$ cat src/rtl/cpu_pkg.sv
// Shared definitions for the CPU front end: datapath widths, reset PC,
// fetch FSM state encoding and control_signal bit positions.
package cpu_pkg;

    localparam int ADDR_W = 8;
    localparam int DATA_W = 8;
    localparam logic [7:0] RESET_PC = 8'h00;

    // Fetch FSM state encoding
    localparam logic [1:0] ST_IDLE  = 2'd0;
    localparam logic [1:0] ST_REQ   = 2'd1;
    localparam logic [1:0] ST_DRAIN = 2'd2;

    // Positions of the fetch controls inside the control unit's control_signal bus
    localparam int CTRL_IR_LOAD_BIT = 0;
    localparam int CTRL_PC_JUMP_BIT = 1;

endpackage

$ cat src/rtl/ir_prefetch_fifo.sv
// Small synchronous prefetch FIFO holding {opcode byte, fetch address} pairs.
// Head entry is visible combinationally so the IR can load on the pop edge.
// Flush has priority over push and pop. Async active-low reset.
module ir_prefetch_fifo #(
    parameter int DATA_W = 8,
    parameter int ADDR_W = 8,
    parameter int DEPTH  = 2
) (
    input  logic                     clk,
    input  logic                     rst,
    input  logic                     push,
    input  logic [DATA_W-1:0]        push_data,
    input  logic [ADDR_W-1:0]        push_addr,
    input  logic                     pop,
    input  logic                     flush,
    output logic [DATA_W-1:0]        head_data,
    output logic [ADDR_W-1:0]        head_addr,
    output logic [$clog2(DEPTH):0]   count,
    output logic                     full,
    output logic                     empty
);

    localparam int PTR_W = $clog2(DEPTH);
    localparam int CNT_W = PTR_W + 1;

    logic [DATA_W-1:0] data_mem [DEPTH];
    logic [ADDR_W-1:0] addr_mem [DEPTH];

    logic [PTR_W-1:0] wr_ptr_q, rd_ptr_q;
    logic [CNT_W-1:0] count_q;
    logic             do_push, do_pop;

    assign empty = (count_q == '0);
    assign full  = (count_q == CNT_W'(DEPTH));
    assign count = count_q;

    // A push into a full FIFO is only legal when the head leaves in the same cycle
    assign do_pop  = pop & ~flush & ~empty;
    assign do_push = push & ~flush & (~full | do_pop);

    assign head_data = data_mem[rd_ptr_q];
    assign head_addr = addr_mem[rd_ptr_q];

    // Entry storage: written on push, no reset needed since count gates reads
    always_ff @(posedge clk) begin
        if (do_push) begin
            data_mem[wr_ptr_q] <= push_data;
            addr_mem[wr_ptr_q] <= push_addr;
        end
    end

    // Pointer and occupancy bookkeeping; DEPTH is a power of two so pointers wrap naturally
    always_ff @(posedge clk or negedge rst) begin
        if (!rst) begin
            wr_ptr_q <= '0;
            rd_ptr_q <= '0;
            count_q  <= '0;
        end else if (flush) begin
            wr_ptr_q <= '0;
            rd_ptr_q <= '0;
            count_q  <= '0;
        end else begin
            if (do_push) wr_ptr_q <= wr_ptr_q + PTR_W'(1);
            if (do_pop)  rd_ptr_q <= rd_ptr_q + PTR_W'(1);
            case ({do_push, do_pop})
                2'b10:   count_q <= count_q + CNT_W'(1);
                2'b01:   count_q <= count_q - CNT_W'(1);
                default: count_q <= count_q;
            endcase
        end
    end

endmodule

$ cat src/rtl/ir_fetch_unit.sv
// Instruction fetch unit: owns the fetch PC, reads opcode bytes from
// instruction memory over a req/ack handshake (one request outstanding),
// buffers them in a prefetch FIFO and loads the instruction register on
// ir_load. pc_jump redirects fetch and flushes everything in flight.
// Optional build macro IR_FETCH_BYPASS_EN: an acknowledged byte goes straight
// into the IR when the FIFO is empty and ir_load is waiting.
module ir_fetch_unit #(
    parameter int              ADDR_W     = cpu_pkg::ADDR_W,
    parameter int              DATA_W     = cpu_pkg::DATA_W,
    parameter int              FIFO_DEPTH = 2,
    parameter logic [ADDR_W-1:0] RESET_PC = ADDR_W'(cpu_pkg::RESET_PC)
) (
    input  logic              clk,
    input  logic              rst,
    output logic              mem_rd_req,
    output logic [ADDR_W-1:0] mem_addr,
    input  logic              mem_rd_ack,
    input  logic [DATA_W-1:0] mem_rd_data,
    input  logic              ir_load,
    input  logic              pc_jump,
    input  logic [ADDR_W-1:0] jump_addr,
    output logic [DATA_W-1:0] data_from_ir,
    output logic              ir_valid,
    output logic [ADDR_W-1:0] ir_pc,
    output logic              fetch_stall
);

    import cpu_pkg::*;

    localparam int CNT_W = $clog2(FIFO_DEPTH) + 1;

    logic [1:0]        state_q, state_d;
    logic [ADDR_W-1:0] fetch_pc_q, fetch_pc_d;
    logic [ADDR_W-1:0] mem_addr_q, mem_addr_d;
    logic [DATA_W-1:0] ir_data_q, ir_data_d;
    logic [ADDR_W-1:0] ir_pc_q, ir_pc_d;
    logic              ir_valid_q, ir_valid_d;

    logic [DATA_W-1:0] head_data;
    logic [ADDR_W-1:0] head_addr;
    logic [CNT_W-1:0]  fifo_count;
    logic [CNT_W-1:0]  count_after;
    logic              fifo_full, fifo_empty;
    logic              fifo_push, fifo_pop;
    logic              ack_live, bypass;
    logic              space_after;

    // Request line is simply "a read is in flight" (REQ or DRAIN)
    assign mem_rd_req = (state_q != ST_IDLE);
    assign mem_addr   = mem_addr_q;

    // Only an ack for a live (non-abandoned) request delivers a byte
    assign ack_live = (state_q == ST_REQ) & mem_rd_ack;

`ifdef IR_FETCH_BYPASS_EN
    assign bypass = ack_live & ir_load & ~pc_jump & fifo_empty;
`else
    assign bypass = 1'b0;
`endif

    assign fifo_pop    = ir_load & ~pc_jump & ~fifo_empty;
    assign fifo_push   = ack_live & ~pc_jump & ~bypass;
    assign fetch_stall = ir_load & ~pc_jump & fifo_empty & ~bypass;

    // Occupancy after this edge decides whether the next request may issue back-to-back
    always_comb begin
        count_after = fifo_count;
        case ({fifo_push, fifo_pop})
            2'b10:   count_after = fifo_count + CNT_W'(1);
            2'b01:   count_after = fifo_count - CNT_W'(1);
            default: count_after = fifo_count;
        endcase
    end
    assign space_after = (count_after < CNT_W'(FIFO_DEPTH));

    ir_prefetch_fifo #(
        .DATA_W (DATA_W),
        .ADDR_W (ADDR_W),
        .DEPTH  (FIFO_DEPTH)
    ) u_fifo (
        .clk       (clk),
        .rst       (rst),
        .push      (fifo_push),
        .push_data (mem_rd_data),
        .push_addr (mem_addr_q),
        .pop       (fifo_pop),
        .flush     (pc_jump),
        .head_data (head_data),
        .head_addr (head_addr),
        .count     (fifo_count),
        .full      (fifo_full),
        .empty     (fifo_empty)
    );

    // Fetch FSM: issue reads while there is room, abandon in-flight reads on a jump
    always_comb begin
        state_d    = state_q;
        fetch_pc_d = fetch_pc_q;
        mem_addr_d = mem_addr_q;
        case (state_q)
            ST_IDLE: begin
                if (pc_jump) begin
                    fetch_pc_d = jump_addr;
                end else if (!fifo_full) begin
                    mem_addr_d = fetch_pc_q;
                    state_d    = ST_REQ;
                end
            end
            ST_REQ: begin
                if (mem_rd_ack) begin
                    if (pc_jump) begin
                        fetch_pc_d = jump_addr;
                        state_d    = ST_IDLE;
                    end else begin
                        fetch_pc_d = fetch_pc_q + ADDR_W'(1);
                        if (space_after) begin
                            mem_addr_d = fetch_pc_q + ADDR_W'(1);
                        end else begin
                            state_d = ST_IDLE;
                        end
                    end
                end else if (pc_jump) begin
                    fetch_pc_d = jump_addr;
                    state_d    = ST_DRAIN;
                end
            end
            ST_DRAIN: begin
                // Old request still owns the bus; its data is thrown away on ack
                if (pc_jump)    fetch_pc_d = jump_addr;
                if (mem_rd_ack) state_d    = ST_IDLE;
            end
            default: state_d = ST_IDLE;
        endcase
    end

    // Instruction register: jump invalidates, otherwise load from bypass or FIFO head
    always_comb begin
        ir_data_d  = ir_data_q;
        ir_pc_d    = ir_pc_q;
        ir_valid_d = ir_valid_q;
        if (pc_jump) begin
            ir_valid_d = 1'b0;
        end else if (bypass) begin
            ir_data_d  = mem_rd_data;
            ir_pc_d    = mem_addr_q;
            ir_valid_d = 1'b1;
        end else if (fifo_pop) begin
            ir_data_d  = head_data;
            ir_pc_d    = head_addr;
            ir_valid_d = 1'b1;
        end
    end

    // State registers; reset abandons any in-flight read
    always_ff @(posedge clk or negedge rst) begin
        if (!rst) begin
            state_q    <= ST_IDLE;
            fetch_pc_q <= RESET_PC;
            mem_addr_q <= RESET_PC;
            ir_data_q  <= '0;
            ir_pc_q    <= '0;
            ir_valid_q <= 1'b0;
        end else begin
            state_q    <= state_d;
            fetch_pc_q <= fetch_pc_d;
            mem_addr_q <= mem_addr_d;
            ir_data_q  <= ir_data_d;
            ir_pc_q    <= ir_pc_d;
            ir_valid_q <= ir_valid_d;
        end
    end

    assign data_from_ir = ir_data_q;
    assign ir_pc        = ir_pc_q;
    assign ir_valid     = ir_valid_q;

endmodule

$ cat config.mk
export PLATFORM = sky130hd
export DESIGN_NAME = ir_fetch_unit
export DESIGN_NICKNAME = d
export VERILOG_FILES = /design/src/rtl/cpu_pkg.sv /design/src/rtl/ir_prefetch_fifo.sv /design/src/rtl/ir_fetch_unit.sv
export SDC_FILE = /design/constraint.sdc
export NUM_CORES = 1
export LEC_CHECK = 0
export BUFFER_PORTS_ARGS = -buffer_cell sky130_fd_sc_hd__buf_4
export CAP_MARGIN = 20
export CELL_PAD_IN_SITES_DETAIL_PLACEMENT = 1
export CELL_PAD_IN_SITES_GLOBAL_PLACEMENT = 2
export CORE_AREA = 2 2 98 119
export CTS_BUF_LIST = sky130_fd_sc_hd__clkbuf_4
export DETAILED_ROUTE_END_ITERATION = 6
export DIE_AREA = 0 0 100 121
export GPL_ROUTABILITY_DRIVEN = 0
export PLACE_DENSITY_LB_ADDON = 0.1
export SYNTH_ARGS = -nofsm -noshare
export SYNTH_HDL_FRONTEND = slang
export SYNTH_HIERARCHICAL = 1
export SYNTH_SLANG_ARGS = --single-unit
$ cat constraint.sdc
create_clock -name clk -period 9.1 [get_ports clk]
set_input_delay 0.91 -clock clk [delete_from_list [all_inputs] [get_ports clk]]
set_output_delay 0.91 -clock clk [all_outputs]
set_load 0.005 [all_outputs]
==> flow_summary.ini <==
[outcome]
status = finished clean

[logic_synthesis]
ys_seq_elements = 71
syn_nets = 266
syn-cell-area_sq_mm = 0.003201
synth_cells = 243
synthArstFlopShare = 0.5493
ys.flop_type = dfrtp_1
ys_seq_area_frac = 0.6052
synth_warnings = 6
avgSynthCellArea_sq_um = 13.17
synth_edf_count = 32
synth_cell_types = 47

[floorplan]
coreArea_sq_mm = 0.01093
die_w_um = 100
rows = 42
dieArea_sq_mm = 0.01210
start_util = 0.2928
die_y_um = 121
ios = 48

[pwr]
p_clk_frac = 0.294
p_leak_uw = 0.001541
pwr-share-seq = 0.524
p_sw_uw = 216.0
power_density_mw_per_mm2 = 208.0
p_comb_frac = 0.183
p_int_uw = 589.6
max-vdd-ir-drop_mv = 0.07897
p_sw_frac = 0.2681

[worst_hold_path]
hold_class = input pin to async pin

[cts]
cts_resized = 0
cts_setup_buffers = 0
ctsHoldBuffers = 0
htree_levels = 3
cts-root-buf = clkbuf_4
clk_path_buf_depth = 2
clk_pin_slew_worst_paths_ns = 0.13
clock_latency_ns = 0.43
cts_buffers = 9
cts_tree = built
cts.sinks = 71

[setup_path]
cp.arrival_ns = 3.28
cp-end-kind = register
crit_chain = nand2b_1 -> nor2_2 -> inv_1 -> ha_1 -> xnor2_1 -> or3_4 -> a31oi_4 -> mux2_2
critPathMaxStageDelay_ns = 0.54
path_depth = 8
critPathKind = register to register
crit_buf_inv = 1
reg2reg_depth = 8
crit_path_start_kind = register
cp_max_fo = 12
worstPathRequired_ns = 9.42
slowest_stage = dfrtp_1
crit_family = simple AND/OR/NAND/NOR gates

[sta]
setup_viol = 0
drv_slew = 0
finalHoldViolCount = 0
achievable-frequency_mhz = 338.0
period_share = 0.3251
layout_min_cycle_time_ns = 2.959
tightestPinTransition_ns = 0.8267
rsz0062_at_grt = false
finalClockSkew_ns = 0.01961
slew_headroom = 0.4489
setup-tns-final_ns = 0

[detailed_routing]
drc = 0
wirelength_um = 7306
vias = 2079
drtIter0Drc = 38
postRouteAntennaNets = 0
viasPerCell = 4.835
routedWlPerCell_um = 16.99
drt_first_pass_iters = 4

[finish]
multi_input_area_sq_mm = 0.001197
final_common_cell = buf_4
fill_cells = 1203
stdcell_count = 430
drive_gt1_frac = 0.3926
final_cell_mix = buf_4 (50), mux2_2 (40), dfrtp_1 (39)
area_delta_synth_final_pct = 21.03
antennaDiodeCount = 0
nets = 316
seq_area_sq_mm = 0.001937

[place]
dp_hpwl_um = 4948
io_buffers = 47
dp_cells = 414

[grt]
antenna_found_initial = 0
grt_pass1_vias = 2158
grt.total_usage = 0.1313
grt_overflow = 0
grt_pass1_wl_um = 11840
grt_max_degree = 40

[run]
cap_violations = 0
flip-flops by register name, summed over array words and instances, names as in the netlist:
name and cells:
u_fifo/addr_mem 16, u_fifo/data_mem 16, data_from_ir 8, fetch_pc_q 8, ir_pc 8, mem_addr 8, state_q 2, u_fifo/count 2
ir_valid 1, u_fifo/rd_ptr_q 1, u_fifo/wr_ptr_q 1
through the flow:
stage / hold slack, ns / power [uW] / utilization / setup slack [ns] / instance area [sq um]
floorplan: 0.4775 / 488.5 / - / 5.064 / 3201
global placement: 0.4720 / 578.7 / 0.3389 / 5.795 / 3705
detailed placement: 0.4755 / 581.9 / 0.3389 / 5.691 / 3705
CTS: 0.4656 / 821.2 / 0.3544 / 6.080 / 3874
global route: 0.4674 / 854.8 / 0.3544 / 5.931 / 3874
finish: 0.4509 / 805.6 / 0.3544 / 6.141 / 3874
power by group through the flow:
stage	registers, uW	clock network (uW)	logic (uW)
2_1_floorplan	419	0	69.9
3_3_place_gp	430	0	149
3_5_place_dp	432	0	150
4_1_cts	424	246	151
5_1_grt	431	261	163
6_report	422	237	147
cell families after synthesis:
group	Yosys count	share of synthesized area
muxes	42	0.1470
AOI/OAI and AO/OA	41	0.08640
and+or+nand+nor	57	0.09656
DFF	71	0.6052
xor gates and xnor gates	11	0.03010
buffers and inverters	19	0.02697
adders and majority gates	2	0.007817
cells in the mapped netlist (all sizes together) (2+ instances only):
cell type	number	share of area
nor4	3	0.0078
nand3	5	0.0078
nor3	4	0.0063
o21a	2	0.0047
edfxtp	32	0.30
a32oi	3	0.0082
xor2	6	0.016
clkbuf	4	0.0047
nor3b	2	0.0063
ha	2	0.0078
nor2b	4	0.0078
xnor2	5	0.014
a21oi	10	0.016
o21ai	14	0.022
o2bb2ai	2	0.0055
nand2b	5	0.011
inv	8	0.0094
nor2	13	0.016
dfrtp	39	0.30
buf	7	0.013
mux2	40	0.14
mux2i	2	0.0063
and2	2	0.0039
nand2	13	0.015
worst reg2reg max path, stage by stage (launching register included):
cell,delay (ns)
dfrtp_1,0.54
nand2b_1,0.34
nor2_2,0.43
inv_1,0.11
ha_1,0.21
xnor2_1,0.14
or3_4,0.36
a31oi_4,0.35
mux2_2,0.38
layout make-up:
class,count,share of cell area
clock buffer,10,0.01938
clock inverter,6,0.02422
inverter,8,0.007752
multi-input combinational,153,0.3091
sequential,71,0.5000
tap,132,0.04264
timing repair buffer,50,0.09690
worst paths after layout:
check,start,to,slack (ns)
worst max-delay path,state_q[1],mem_addr[7],6.14
min in group clk,ir_valid,ir_valid,0.50
worst min-delay path,rst,data_from_ir[4],0.45
worst max register to register,state_q[1],mem_addr[7],6.14
max in group asynchronous,rst,data_from_ir[6],8.24
worst min register to register,ir_valid,ir_valid,0.50
metal layers:
metal / global-route usage / wire length [um]
met1: 0.1680 / 3268
met2: 0.2137 / 3598
met3: 0.03341 / 312
met4: 0.04966 / 127
met5: 0 / 0
Note: power is estimated with default switching activity, not from simulation.
